[src/rtl/ex_stage.sv]
// Execute stage: operand forwarding, single-cycle ALU, 32-step shift-add multiplier,
// and the EX/MEM pipeline register. ex_stall_o freezes upstream stages during MUL.
`timescale 1ns/1ps
module ex_stage #(
   parameter int unsigned XLEN = 32
) (
   input  logic            clk_i,
   input  logic            rst_i,
   input  logic            start_i,
   input  logic            mem_stall_i,
   input  logic [1:0]      ALUOp_i,
   input  logic            ALUSrc_i,
   input  logic            RegWrite_i,
   input  logic            MemWrite_i,
   input  logic            MemRead_i,
   input  logic            MemtoReg_i,
   input  logic [XLEN-1:0] RS1data_i,
   input  logic [XLEN-1:0] RS2data_i,
   input  logic [XLEN-1:0] imm_i,
   input  logic [9:0]      funct_i,
   input  logic [4:0]      RDaddr_i,
   input  logic [1:0]      ForwardA_i,
   input  logic [1:0]      ForwardB_i,
   input  logic [XLEN-1:0] MEMdata_i,
   input  logic [XLEN-1:0] WBdata_i,
   output logic [XLEN-1:0] ALUResult_o,
   output logic [XLEN-1:0] MemWdata_o,
   output logic [4:0]      RDaddr_o,
   output logic            RegWrite_o,
   output logic            MemtoReg_o,
   output logic            MemRead_o,
   output logic            MemWrite_o,
   output logic            ex_stall_o
);

   localparam logic [9:0] FunctAnd = 10'b0000000_111;
   localparam logic [9:0] FunctXor = 10'b0000000_100;
   localparam logic [9:0] FunctSll = 10'b0000000_001;
   localparam logic [9:0] FunctAdd = 10'b0000000_000;
   localparam logic [9:0] FunctSub = 10'b0100000_000;
   localparam logic [9:0] FunctMul = 10'b0000001_000;

   typedef enum logic [1:0] {StIdle, StBusy, StDone} state_e;

   state_e          state_q, state_d;
   logic [4:0]      cnt_q, cnt_d;
   logic [XLEN-1:0] mcand_q, mcand_d;
   logic [XLEN-1:0] mplier_q, mplier_d;
   logic [XLEN-1:0] acc_q, acc_d;

   logic [XLEN-1:0] res_q, res_d;
   logic [XLEN-1:0] wdata_q, wdata_d;
   logic [4:0]      rd_q, rd_d;
   logic            regwrite_q, regwrite_d;
   logic            memtoreg_q, memtoreg_d;
   logic            memread_q, memread_d;
   logic            memwrite_q, memwrite_d;

   logic            adv;
   logic            is_mul;
   logic [XLEN-1:0] opa, rs2f, opb, alu_res, acc_step;

   assign adv      = start_i & ~mem_stall_i;
   assign is_mul   = (ALUOp_i == 2'b10) && (funct_i == FunctMul) && RegWrite_i;
   assign opb      = ALUSrc_i ? imm_i : rs2f;
   assign acc_step = mplier_q[0] ? acc_q + mcand_q : acc_q;

   // Forwarding muxes for both operands; 00 and 11 both pick register data.
   always_comb begin
      case (ForwardA_i)
         2'b10:   opa = MEMdata_i;
         2'b01:   opa = WBdata_i;
         default: opa = RS1data_i;
      endcase
      case (ForwardB_i)
         2'b10:   rs2f = MEMdata_i;
         2'b01:   rs2f = WBdata_i;
         default: rs2f = RS2data_i;
      endcase
   end

   // Single-cycle ALU; MUL is produced only by the iterative unit, so its code yields 0 here.
   always_comb begin
      alu_res = '0;
      case (ALUOp_i)
         2'b00: alu_res = opa + opb;
         2'b01: alu_res = opa - opb;
         2'b11: begin
            if (funct_i[2:0] == 3'b000) begin
               alu_res = opa + opb;
            end else if (funct_i[2:0] == 3'b101) begin
               alu_res = $unsigned($signed(opa) >>> opb[4:0]);
            end
         end
         default: begin
            case (funct_i)
               FunctAnd: alu_res = opa & opb;
               FunctXor: alu_res = opa ^ opb;
               FunctSll: alu_res = opa << opb[4:0];
               FunctAdd: alu_res = opa + opb;
               FunctSub: alu_res = opa - opb;
               default:  alu_res = '0;
            endcase
         end
      endcase
   end

   // Multiplier FSM next state plus EX/MEM next values; the default load is an all-zero bubble.
   always_comb begin
      state_d    = state_q;
      cnt_d      = cnt_q;
      mcand_d    = mcand_q;
      mplier_d   = mplier_q;
      acc_d      = acc_q;
      res_d      = '0;
      wdata_d    = '0;
      rd_d       = '0;
      regwrite_d = 1'b0;
      memtoreg_d = 1'b0;
      memread_d  = 1'b0;
      memwrite_d = 1'b0;
      unique case (state_q)
         StIdle: begin
            if (is_mul) begin
               state_d  = StBusy;
               mcand_d  = opa;
               mplier_d = opb;
               acc_d    = '0;
               cnt_d    = '0;
            end else begin
               res_d      = alu_res;
               wdata_d    = rs2f;
               rd_d       = RDaddr_i;
               regwrite_d = RegWrite_i;
               memtoreg_d = MemtoReg_i;
               memread_d  = MemRead_i;
               memwrite_d = MemWrite_i;
            end
         end
         StBusy: begin
            acc_d    = acc_step;
            mcand_d  = mcand_q << 1;
            mplier_d = mplier_q >> 1;
            cnt_d    = cnt_q + 5'd1;
            if (cnt_q == 5'd31) begin
               state_d = StDone;
            end
         end
         StDone: begin
            // ID/EX still holds the same MUL, so is_mul is not re-evaluated here.
            res_d      = acc_q;
            wdata_d    = rs2f;
            rd_d       = RDaddr_i;
            regwrite_d = RegWrite_i;
            memtoreg_d = MemtoReg_i;
            memread_d  = MemRead_i;
            memwrite_d = MemWrite_i;
            state_d    = StIdle;
         end
         default: state_d = StIdle;
      endcase
   end

   // Stall is purely a function of FSM state and the current ID/EX entry.
   always_comb begin
      ex_stall_o = ((state_q == StIdle) && is_mul) || (state_q == StBusy);
   end

   // State, multiplier datapath and EX/MEM register; everything holds when not advancing.
   always_ff @(posedge clk_i or posedge rst_i) begin
      if (rst_i) begin
         state_q    <= StIdle;
         cnt_q      <= '0;
         mcand_q    <= '0;
         mplier_q   <= '0;
         acc_q      <= '0;
         res_q      <= '0;
         wdata_q    <= '0;
         rd_q       <= '0;
         regwrite_q <= 1'b0;
         memtoreg_q <= 1'b0;
         memread_q  <= 1'b0;
         memwrite_q <= 1'b0;
      end else if (adv) begin
         state_q    <= state_d;
         cnt_q      <= cnt_d;
         mcand_q    <= mcand_d;
         mplier_q   <= mplier_d;
         acc_q      <= acc_d;
         res_q      <= res_d;
         wdata_q    <= wdata_d;
         rd_q       <= rd_d;
         regwrite_q <= regwrite_d;
         memtoreg_q <= memtoreg_d;
         memread_q  <= memread_d;
         memwrite_q <= memwrite_d;
      end
   end

   assign ALUResult_o = res_q;
   assign MemWdata_o  = wdata_q;
   assign RDaddr_o    = rd_q;
   assign RegWrite_o  = regwrite_q;
   assign MemtoReg_o  = memtoreg_q;
   assign MemRead_o   = memread_q;
   assign MemWrite_o  = memwrite_q;

endmodule

[config.mk]
export PLATFORM = sky130hd
export DESIGN_NAME = ex_stage
export DESIGN_NICKNAME = d
export VERILOG_FILES = /design/src/rtl/ex_stage.sv
export SDC_FILE = /design/constraint.sdc
export NUM_CORES = 1
export LEC_CHECK = 0
export CAP_MARGIN = 20
export CORE_AREA = 2 2 237 239
export CTS_CLUSTER_SIZE = 20
export DETAILED_ROUTE_END_ITERATION = 7
export DIE_AREA = 0 0 239 241
export GPL_ROUTABILITY_DRIVEN = 1
export SLEW_MARGIN = 20
export SYNTH_ARGS = -nofsm -noshare
export SYNTH_HDL_FRONTEND = slang
export SYNTH_SLANG_ARGS = --single-unit
[constraint.sdc]
create_clock -name clk_i -period 11 [get_ports clk_i]
set_input_delay 2.75 -clock clk_i [delete_from_list [all_inputs] [get_ports clk_i]]
set_output_delay 2.75 -clock clk_i [all_outputs]
set_load 0.05 [all_outputs]
==> metrics.txt <==
Worst Hold End MemWdata_o[2]$_DFFE_PP0P_; TNS Setup 0 ns; worst skew pair latency 0.53 ns; starting density of the core 34.9%; internal power 0.00159 W; switching pwr 0.00155 W; share of synthesized registers carrying an async set or reset 100%; Initial DRT Pass Iterations 8; Pwr Total 0.00313 W; DRT antenna net count 0; Hold Crit Depth 2; Total GRT Usage 34.5%; final setup vio count 0; post-synth cell types 99; CTS tree yes; Seq/Total Area, Yosys 23.0%; EDFF count, synth 0; number of CTS-inserted buffers 17; Worst EP required 8.25 ns; Critical Path Sink Type primary output; FILL cells 5657; post-synthesis instance area 19100 sq um; Hold WC Path Type flip-flop to flip-flop; number of max-cap violations 0; final core utilization 41.9%; Worst Tran Pin Value 1.26 ns; postcts setup bufs 0; PD cells 136 nW/um^2; hold bufs inserted after CTS 0; Max IR drop VDD 0.131 mV; Clk pwr share 20.5%; beginning of the worst hold path MemWdata_o[2]$_DFFE_PP0P_; reg2reg end acc_q[30]$_DFFE_PP0P_; Cells after Synth 2510; RSZ-0062 raised after global routing false; R2R setup slack 7.27 ns; Comb pwr share 56.0%; Residual DRC 2; r2r worst-path depth 12; DR vias/cell 6.32; routed via count 21409; total congestion overflow 0; critical path class primary input to primary output; relative slew slack 15.3%; Port Buffer Count 263; Die Width 239 um; die span in y 241 um; clock sinks 176; Switching Share 49.3%; RD Place Congestion 1.08; Mean Syn Cell Area 7.62 sq um; Max Clk Rate 0.112 GHz; pre-CTS WS 2.15 ns; share of cells above drive strength 1 7.50%; status complete, but fails checks; # resized after CTS 0; top_reg_cell synth dfrtp_1; Synth warnings 0; Final Hold Viols 0; r2r startpoint acc_q[0]$_DFFE_PP0P_; syn_nets 2805; Final WS setup 2.04 ns; area delta synth->final 20.1%; Rows 86; power share of the sequential group 23.5%; num ports 264; initial antenna violation count 1; Setup Skew 0.0299 ns; Final period util 81.4%; Final Slew Violations 0; Routed WL per cell 29.6 um; CP arrival 6.21 ns; Clock Path Buffers 2; min cycle time layout 8.96 ns; HPWL Detailed 77600 um; failing checks design-rule violations; NumNets Final 2964; Startpoint Class primary input; Iter 0 DRT Violations 2461; largest net degree at the start of global routing 81; register clock-pin slew on the reported worst setup and hold paths 0.07 ns; Die Area 57600 sq um; drt total wl 100000 um; Leak 10.1 nW; first-pass GRT wire length 144000 um; Final Instance Count excl. Fillers 3385; number of global-route vias before repair 20392; Root Driver clkbuf_16; CORE AREA 54900 sq um; Worst Path Max Fanout 4; htree depth 4; register bit count reported by yosys 176; Cell Count Post-Placement 3353
-- state kept, by name (all words and copies together) (netlist names), 2 cells and up --
signal	flops
ALUResult_o	32
MemWdata_o	32
RDaddr_o	5
acc_q	32
cnt_q	5
mcand_q	32
mplier_q	32
state_q	2
-- through the flow --
stage	instance area (sq um)	hold WS, ns
after CTS	23000	0.487
after detailed placement	22400	0.471
final	23000	0.484
after global routing	23000	0.503
after floorplan	19100	0.449
after global placement	22400	0.462
-- cell usage after synthesis (5+ instances only) --
cell type / count / share of area [%]
o21ai_1: 29 / 0.76
nand3_1: 31 / 0.81
a21o_1: 43 / 1.7
nand2b_1: 24 / 0.78
a21oi_1: 238 / 6.2
nor2b_1: 12 / 0.39
buf_2: 33 / 0.86
o31a_1: 5 / 0.23
nand4_1: 11 / 0.36
o221ai_1: 10 / 0.46
o31ai_1: 35 / 1.4
or3_1: 10 / 0.33
mux2i_1: 152 / 8.0
nand2_1: 294 / 5.8
a221o_1: 20 / 1.0
a21boi_0: 6 / 0.24
buf_1: 14 / 0.27
mux2_2: 30 / 1.8
xor2_1: 17 / 0.78
and3_1: 13 / 0.43
nor3_1: 44 / 1.2
a22o_1: 32 / 1.5
nor4_1: 14 / 0.46
or2_2: 8 / 0.26
a211oi_1: 31 / 1.2
o2111ai_1: 6 / 0.27
ha_1: 102 / 6.7
o211ai_1: 22 / 0.86
o22ai_1: 9 / 0.29
xnor2_1: 69 / 3.2
dfrtp_1: 176 / 23
a31oi_1: 39 / 1.3
inv_1: 92 / 1.8
and2_1: 8 / 0.26
a22oi_1: 84 / 3.3
o41ai_1: 6 / 0.27
clkbuf_1: 126 / 2.5
nor2_1: 229 / 4.5
buf_4: 5 / 0.20
o21ai_0: 199 / 5.2
o21a_1: 23 / 0.90
a221oi_1: 41 / 1.9
a32o_1: 6 / 0.31
o21bai_1: 15 / 0.59
-- worst max-delay path: stages --
cell and delay [ns]:
clkdlybuf4s50_1 0.39, or4_1 0.61, nor3_1 0.84, a31oi_1 0.36, nor2_1 0.36, clkdlybuf4s50_1 0.88
-- routing by layer --
layer | up-vias | wire (um) | global-route usage, %
li1 | 9566 | - | -
met5 | - | 16 | 0
met3 | 222 | 8440 | 6.89
met2 | 1226 | 45200 | 55.4
met4 | 2 | 5690 | 17.6
met1 | 10393 | 40900 | 43.9
-- worst max-delay path by stage --
stage / slack, ns / from / to
finish: 2.04 / funct_i[5] / ex_stall_o
global route: 2.12 / funct_i[4] / ex_stall_o
CTS: 2.14 / ALUOp_i[1] / ex_stall_o
detailed placement: 2.15 / ALUOp_i[1] / ex_stall_o
global placement: 1.71 / ForwardA_i[0] / ALUResult_o[29]$_DFFE_PP0P_
floorplan: 3.48 / rst_i / ALUResult_o[0]$_DFFE_PP0P_
-- power by group through the flow --
stage	clock network (W)	logic [W]	registers, W
after global placement	0	0.00170	0.000747
after detailed placement	0	0.00170	0.000747
final	0.000644	0.00175	0.000736
after CTS	0.000655	0.00171	0.000736
after global routing	0.000678	0.00183	0.000741
after floorplan	0	0.000896	0.000900
-- final cells by class --
type	count	area [sq um]	area share, %
diodes	1	2.50	0.0109
clock buffers	18	439	1.91
clock inverters	12	126	0.550
inverters	98	374	1.63
multi-input cells	2051	13700	59.5
flip-flops and latches	176	4400	19.2
well taps	704	881	3.83
repair buffers	325	3080	13.4
-- cells in the final DEF (no fill, tap or decap), types with 34 or more instances in the layout --
cell type and count:
o21ai_0 194, a221oi_1 41, inv_1 91, xnor2_1 69, buf_4 60, nand2_1 293, mux2i_1 151, a21oi_1 237
dfrtp_1 176, nor2_1 224, a22oi_1 84, o31ai_1 34, clkdlybuf4s50_1 261, nor3_1 41, a21o_1 43, ha_1 100
a31oi_1 39
-- cell families (layout without fill, tap and decap cells) --
| kind of cell | after synthesis | after routing | share of synthesized area (%) |
|---|---|---|---|
| other | 0 | 1 | 0 |
| buffers and inverters | 283 | 453 | 6.28 |
| AO/OA/AOI/OAI | 951 | 951 | 32.9 |
| adder cells (fa/ha/maj) | 105 | 105 | 6.98 |
| multiplexers | 191 | 191 | 10.5 |
| XOR/XNOR | 86 | 86 | 3.94 |
| AND/OR/NAND/NOR | 718 | 718 | 16.4 |
| flip-flops | 176 | 176 | 23.0 |
Note: power is estimated with default switching activity, not from simulation.
